===== src/rtl/toy_pack.sv =====
// Shared front-end types: address width and the branch-prediction block
// carried from bpdec to the fetch stage.
package toy_pack;

  localparam int unsigned ADDR_WIDTH   = 32;
  localparam int unsigned OFFSET_WIDTH = 3;

  typedef struct packed {
    logic [ADDR_WIDTH-1:0]   pred_pc;
    logic [ADDR_WIDTH-1:0]   tgt_pc;
    logic                    taken;
    logic [OFFSET_WIDTH-1:0] offset;
    logic                    is_cext;
    logic                    carry;
    logic                    need_align;
  } bpu_pkg;

endpackage


===== src/rtl/toy_fe_btfifo.sv =====
// Branch-target FIFO between bpdec and fetch: circular buffer of prediction
// blocks with wrap-bit pointers, flush, almost-full back-pressure and overflow flag.
module toy_fe_btfifo
  import toy_pack::*;
#(
  parameter int unsigned DEPTH        = 8,
  parameter int unsigned AFULL_THRESH = DEPTH - 2
) (
  input  logic                     clk,
  input  logic                     rst_n,
  input  logic                     flush,
  input  logic                     enq_vld,
  output logic                     enq_rdy,
  input  bpu_pkg                   enq_pld,
  output logic                     deq_vld,
  input  logic                     deq_rdy,
  output bpu_pkg                   deq_pld,
  output logic                     afull,
  output logic [$clog2(DEPTH):0]   count,
  output logic                     ovf_err
);

  localparam int unsigned IDX_W = $clog2(DEPTH);
  localparam int unsigned PTR_W = IDX_W + 1;

  logic [PTR_W-1:0] wptr;
  logic [PTR_W-1:0] rptr;
  bpu_pkg           mem [DEPTH];

  logic full;
  logic empty;
  logic enq_fire;
  logic deq_fire;

  // Status decoded from registered pointers only; no path from deq_rdy.
  always_comb begin
    full    = (wptr[IDX_W-1:0] == rptr[IDX_W-1:0]) && (wptr[IDX_W] != rptr[IDX_W]);
    empty   = (wptr == rptr);
    enq_rdy = ~full;
    deq_vld = ~empty;
    count   = wptr - rptr;
    afull   = (count >= PTR_W'(AFULL_THRESH));
    deq_pld = mem[rptr[IDX_W-1:0]];
  end

  always_comb begin
    enq_fire = enq_vld & enq_rdy & ~flush;
    deq_fire = deq_vld & deq_rdy & ~flush;
  end

  // Pointers wrap naturally modulo 2*DEPTH; flush collapses both to zero.
  always_ff @(posedge clk or negedge rst_n) begin
    if (!rst_n) begin
      wptr <= '0;
      rptr <= '0;
    end else if (flush) begin
      wptr <= '0;
      rptr <= '0;
    end else begin
      if (enq_fire) wptr <= wptr + PTR_W'(1);
      if (deq_fire) rptr <= rptr + PTR_W'(1);
    end
  end

  // Storage is intentionally left unreset.
  always_ff @(posedge clk) begin
    if (enq_fire) mem[wptr[IDX_W-1:0]] <= enq_pld;
  end

  // Sticky overflow: a push attempted against a full FIFO outside of flush.
  always_ff @(posedge clk or negedge rst_n) begin
    if (!rst_n) begin
      ovf_err <= 1'b0;
    end else if (enq_vld && !enq_rdy && !flush) begin
      ovf_err <= 1'b1;
    end
  end

endmodule


===== config.mk =====
export PLATFORM = sky130hd
export DESIGN_NAME = toy_fe_btfifo
export DESIGN_NICKNAME = d
export VERILOG_FILES = /design/src/rtl/toy_pack.sv /design/src/rtl/toy_fe_btfifo.sv
export SDC_FILE = /design/constraint.sdc
export NUM_CORES = 1
export LEC_CHECK = 0
export ABC_AREA = 1
export CORE_MARGIN = 2
export CORE_UTILIZATION = 30
export CTS_BUF_LIST = sky130_fd_sc_hd__clkbuf_2 sky130_fd_sc_hd__clkbuf_4 sky130_fd_sc_hd__clkbuf_8
export DETAILED_ROUTE_END_ITERATION = 12
export PLACE_DENSITY = 0.58
export RECOVER_POWER = 100
export SYNTH_ARGS = -nofsm -noshare
export SYNTH_HDL_FRONTEND = slang
export SYNTH_SLANG_ARGS = --single-unit

===== constraint.sdc =====
create_clock -name clk -period 5.7 [get_ports clk]
set_clock_uncertainty 0.2 [all_clocks]
set_input_delay 0.57 -clock clk [delete_from_list [all_inputs] [get_ports clk]]
set_output_delay 0.57 -clock clk [all_outputs]
set_load 0.005 [all_outputs]

-- Word level (Yosys, flattened, before mapping)
Memory sizes are Yosys's and may differ from the RTL's.
Index checks and enable logic that the tools add are counted.
- add/sub/neg operators: 3
- $lt $le $gt $ge: 1
- equality and inequality tests: 3
- muxes and demuxes: 6
- bitwise operators: 7
- reduce and logical (&&, ||, !) cells: 6
- operator list (kind ; number):
    $mux 4 ; 4
    $add 4x1->4 const B ; 2
    $and 1x1->1 ; 4
    $eq 4x4->1 ; 1
    $ge 4x3->1 const B ; 1
    $reduce_bool 2->1 ; 2
    $sub 4x4->4 ; 1
    $eq 3x3->1 ; 1
    $logic_and 1x1->1 ; 3
    $not 1->1 ; 3
    $mux 1 ; 2
    $logic_not 1->1 ; 1
    $ne 1x1->1 ; 1
- bits in registers: 9
- RAM bits: 568
- input port bits: 76
- output and inout port bits: 79
- logic and storage cells: 30
- memories: 1
- memory list (name ; words ; width ; rd ports ; clocked after memory_dff ; wr ports ; RTL line ; RTL):
    mem ; 8 ; 71 ; 1 ; 0 ; 1 ; toy_fe_btfifo.sv:28 ; bpu_pkg mem [DEPTH];

-- Longest topological paths before layout
- depth in word-level cells: 7
- depth in mapped cells: 11
- mapped depth without buffers: 9

-- Least setup slack after synthesis
Ideal clock, no wire load.
- path type: register -> register
- start point: reg rptr[1]
- end point: mem mem[2][0] in the netlist's numbering (enable)
- setup time: 0.501 ns
- data arrival time: 4.561 ns
- data required time: 4.999 ns
- setup slack: 0.438 ns
- stages on the path, launching flop included: 10
- path buffers: 2
- period minus slack after synthesis: 5.262 ns
- path through: dfrtp_1 inv_2 buf_2 buf_2 ha_1 nand2_1 nor2_1 nand2_1 nand4_1 nor2_1
- cells in the longest elaborated chain, start to end: 7
- RTL lines (what ; RTL line ; RTL):
    start, declared ; toy_fe_btfifo.sv:27 ; logic [PTR_W-1:0] rptr;
    start signal, assigned ; toy_fe_btfifo.sv:61 ; if (deq_fire) rptr <= rptr + PTR_W'(1);
    $eq 3x3->1 ; toy_fe_btfifo.sv:37 ; full = (wptr[IDX_W-1:0] == rptr[IDX_W-1:0]) && (wptr[IDX_W] != rptr[IDX_W]);
    $logic_and 1x1->1 ; toy_fe_btfifo.sv:37 ;
    $not 1->1 ; toy_fe_btfifo.sv:39 ; enq_rdy = ~full;
    net enq_rdy ; toy_fe_btfifo.sv:13 ; output logic enq_rdy,
    $and 1x1->1 (2 in a row) ; toy_fe_btfifo.sv:47 ; enq_fire = enq_vld & enq_rdy & ~flush;
    $mux 1 ; toy_fe_btfifo.sv:67 ; if (enq_fire) mem[wptr[IDX_W-1:0]] <= enq_pld;
    $mux 1 (not written as such) ; toy_fe_btfifo.sv:67 ;
    end, declared ; toy_fe_btfifo.sv:28 ;
The timed path passes the listed nets, and every way through them passes these cells.

-- Worst setup path after layout
- start point: reg rptr[1]
- end point: mem mem[0][34] in the netlist's numbering (enable)
- cells in the longest elaborated chain, start to end: 7
- RTL lines (what ; RTL line):
    $eq 3x3->1 ; toy_fe_btfifo.sv:37
    $logic_and 1x1->1 ; toy_fe_btfifo.sv:37
    $not 1->1 ; toy_fe_btfifo.sv:39
    $and 1x1->1 (2 in a row) ; toy_fe_btfifo.sv:47
    $mux 1 ; toy_fe_btfifo.sv:67
    $mux 1 (not written as such) ; toy_fe_btfifo.sv:67
Every way passes these cells.

==> metrics <==
failing checks capacitance limit, slew limit; DRC 0; Tcrit/Tclk final a little under nine tenths; H-tree depth 3; Num CTS Buffers 92; CTS Root Cell clkbuf_8; layout cells sized above 1 under 10%; fill count ~7400; Sum Neg Setup Slack 0 ns; Mapped Avg Cell Area 11.7 sq um; Synth Instances about 2000; Skew-Pair Late Insertion Delay ~0.69 ns; post-CTS setup repair buffer count 0; GP Congestion 0.753; initial DRC count ~1100; WL final just under 60000 um; number of gates resized after CTS 0; top_reg_cell synth edfxtp_1; Worst slew margin -66.5%; Worst VDD drop 0.000159 V; worst-path fanout max 90; area of the multi-input gates between 5000 and 6000 sq um; FF+latch count, synth just under 600; count leader, synth nor2_1; core area slightly below 80000 sq um; share of the synthesized area in the top cell type about three quarters; crit start category flip-flop; die width roughly 280 um; fin. max-slew vios slightly below 500; CTS tree yes; WS Path Type reg -> reg; Die Area approximately 80000 sq um; area leader, netlist edfxtp_1; RSZ-0062 raised after global routing no; Vias between 10000 and 15000; number of global-route vias before repair between 10000 and 15000; asr flop ratio synth between 1.5 and 2%; Leakage Power 9.78 nW; synthesis warning total 0; post-route minimum period 4.87 ns; Sink Count approximately 580; Final HPWL DP 31600 um; Die Height ~280 um; Worst Setup SP rptr[1]; dominant cells by area after synthesis edfxtp_1 (73%), nor2_1 (9.3%), nand2_1 (6.3%), o21ai_0 (5.0%), o21ai_1 (1.1%); Fmax around 210 MHz; final antenna-violating net count 0; hold-fix buffers at CTS 1; outcome finished, violations left; Avg WL per Cell roughly 18 um; Buffers on Ports about 150; Total Power around 9.7 mW; I/O pin cnt 155; Clock transition at path regs around 0.060 ns; cell row count slightly above 100; Post-synth top cells nor2_1 (580), edfxtp_1 (568), nand2_1 (392), o21ai_0 (235), o21ai_1 (49); drt via density between 4 and 5; endpoints failing setup 0; Clock Path Buffers 3; Synth Net Count about 2100; Seq/Total Area, Yosys between 70% and 80%; worst r2r path cells 8; Post-Syn Area between 20000 and 25000 sq um; CP Data Required Time ~6 ns; Worst Max-Slew Pin Slew ~2.5 ns; drt first pass iters 5; r2r setup slk roughly 0.83 ns; pin count of the biggest net entering global routing ~160; crit path DAT approximately 5 ns; GRT overflow 0; worst reg2reg endpoint mem[0][34]; Worst Hold Class reg -> reg; cell area power density around 350 nW/um^2; effective utilization at floorplan just over 30%; storage element area around 17000 sq um; total track usage about 15%; Fin. Hold Viols 0; global-route wire length before repair ~90000 um; Final WS setup approximately 0.83 ns; RR Startpoint rptr[1]; antenna violations before repair 11; Final #Nets 2235; Critical Path End mem[0][34]; Netlist cell types 25; Worst setup EP type flip-flop; EDFF count, synth between 500 and 600; area added between synthesis and finish 18.1%; maxcap violations 13; pre-CTS setup slack between 1.5 and 2 ns
## critical path: stages (launching register included)
cell	delay, ns
dfrtp_4	0.49
inv_6	0.61
ha_1	0.37
nand2_1	0.08
nor2_1	0.05
nand2_1	0.18
nand3_1	0.36
nor2_1	1.68
buf_4	0.50
## placed cells by master (no fill, tap or decap), types with 2 or more instances in the layout
cell,Yosys,layout
dfrtp_4,0,3
clkinv_2,0,11
nor2_1,580,573
inv_6,0,3
ha_1,5,5
o21ai_0,235,236
buf_4,10,9
clkbuf_4,0,31
inv_1,7,7
clkdlybuf4s50_1,0,10
edfxtp_1,568,568
nand2_1,392,392
diode_2,0,2
dfrtp_1,9,6
xor2_1,2,2
o21ai_1,49,48
clkbuf_8,0,95
clkbuf_1,29,6
clkinvlp_4,0,2
buf_12,0,3
nand4_1,8,8
clkinv_1,1,27
inv_4,1,2
nor2_4,0,7
clkbuf_2,14,6
dlygate4sd3_1,0,145
nand3_1,15,15
## worst min-delay path by stage
stage	cells after the start	startpoint	end
after floorplan	0	rst_n	ovf_err
after global placement	2	wptr[3]	wptr[3]
final	2	wptr[3]	wptr[3]
after detailed placement	2	rptr[3]	rptr[3]
after CTS	1	enq_pld[30]	mem[3][30]
after global routing	2	rptr[3]	rptr[3]
## kinds of logic (layout without fill, tap and decap cells)
logic type	Yosys count	in the layout	synth area share [%]
adder cells (fa/ha/maj)	6	6	0.355
other	0	2	0
XOR/XNOR	3	3	0.113
flip-flops	577	577	74.2
AND/OR/NAND/NOR	996	996	16.2
buffers and inverters	123	359	2.95
AO/OA/AOI/OAI	286	286	6.16
## where the power goes
part           internal (mW)  switching [mW]  leakage (nW)  total (mW)
clock network           1.79            1.60         0.933        3.39
registers               4.73          0.0559          5.25        4.79
logic                  0.550           0.959          3.60        1.51
## final cells by class
type                       instances  area share (%)
tap                             1040            4.73
sequential                       577            62.8
inverter                          11           0.186
antenna                            2          0.0182
multi-input combinational       1291            19.5
timing repair buffer             180            6.31
clock buffer                     126            5.60
clock inverter                    42           0.782
## registers in the layout (all words and copies together) (netlist names)
name / flops
mem: 568
rptr: 4
wptr: 4
ovf_err: 1
## per-stage QoR
step | util, % | cell area [sq um] | hold WS [ns] | instances
6_report | 35.6 | 27500 | 0.393 | 3269
2_1_floorplan | - | 23300 | 0.0744 | 1991
3_3_place_gp | 33.4 | 25800 | 0.371 | 3098
4_1_cts | 35.7 | 27600 | 0.362 | 3267
5_1_grt | 35.6 | 27500 | 0.433 | 3268
3_5_place_dp | 33.4 | 25800 | 0.376 | 3098
## routing by layer
layer | vias to the layer above | routed length [um] | GRT usage [%] | part of all wire, %
met5 | - | 69 | 0 | 0.12
met2 | 398 | 26900 | 23.3 | 46
met3 | 98 | 3300 | 3.06 | 5.6
met4 | 12 | 1130 | 4.98 | 1.9
met1 | 7149 | 27300 | 20.4 | 47
li1 | 7165 | - | - | -
No activity file was read; power rests on OpenSTA's default activity.
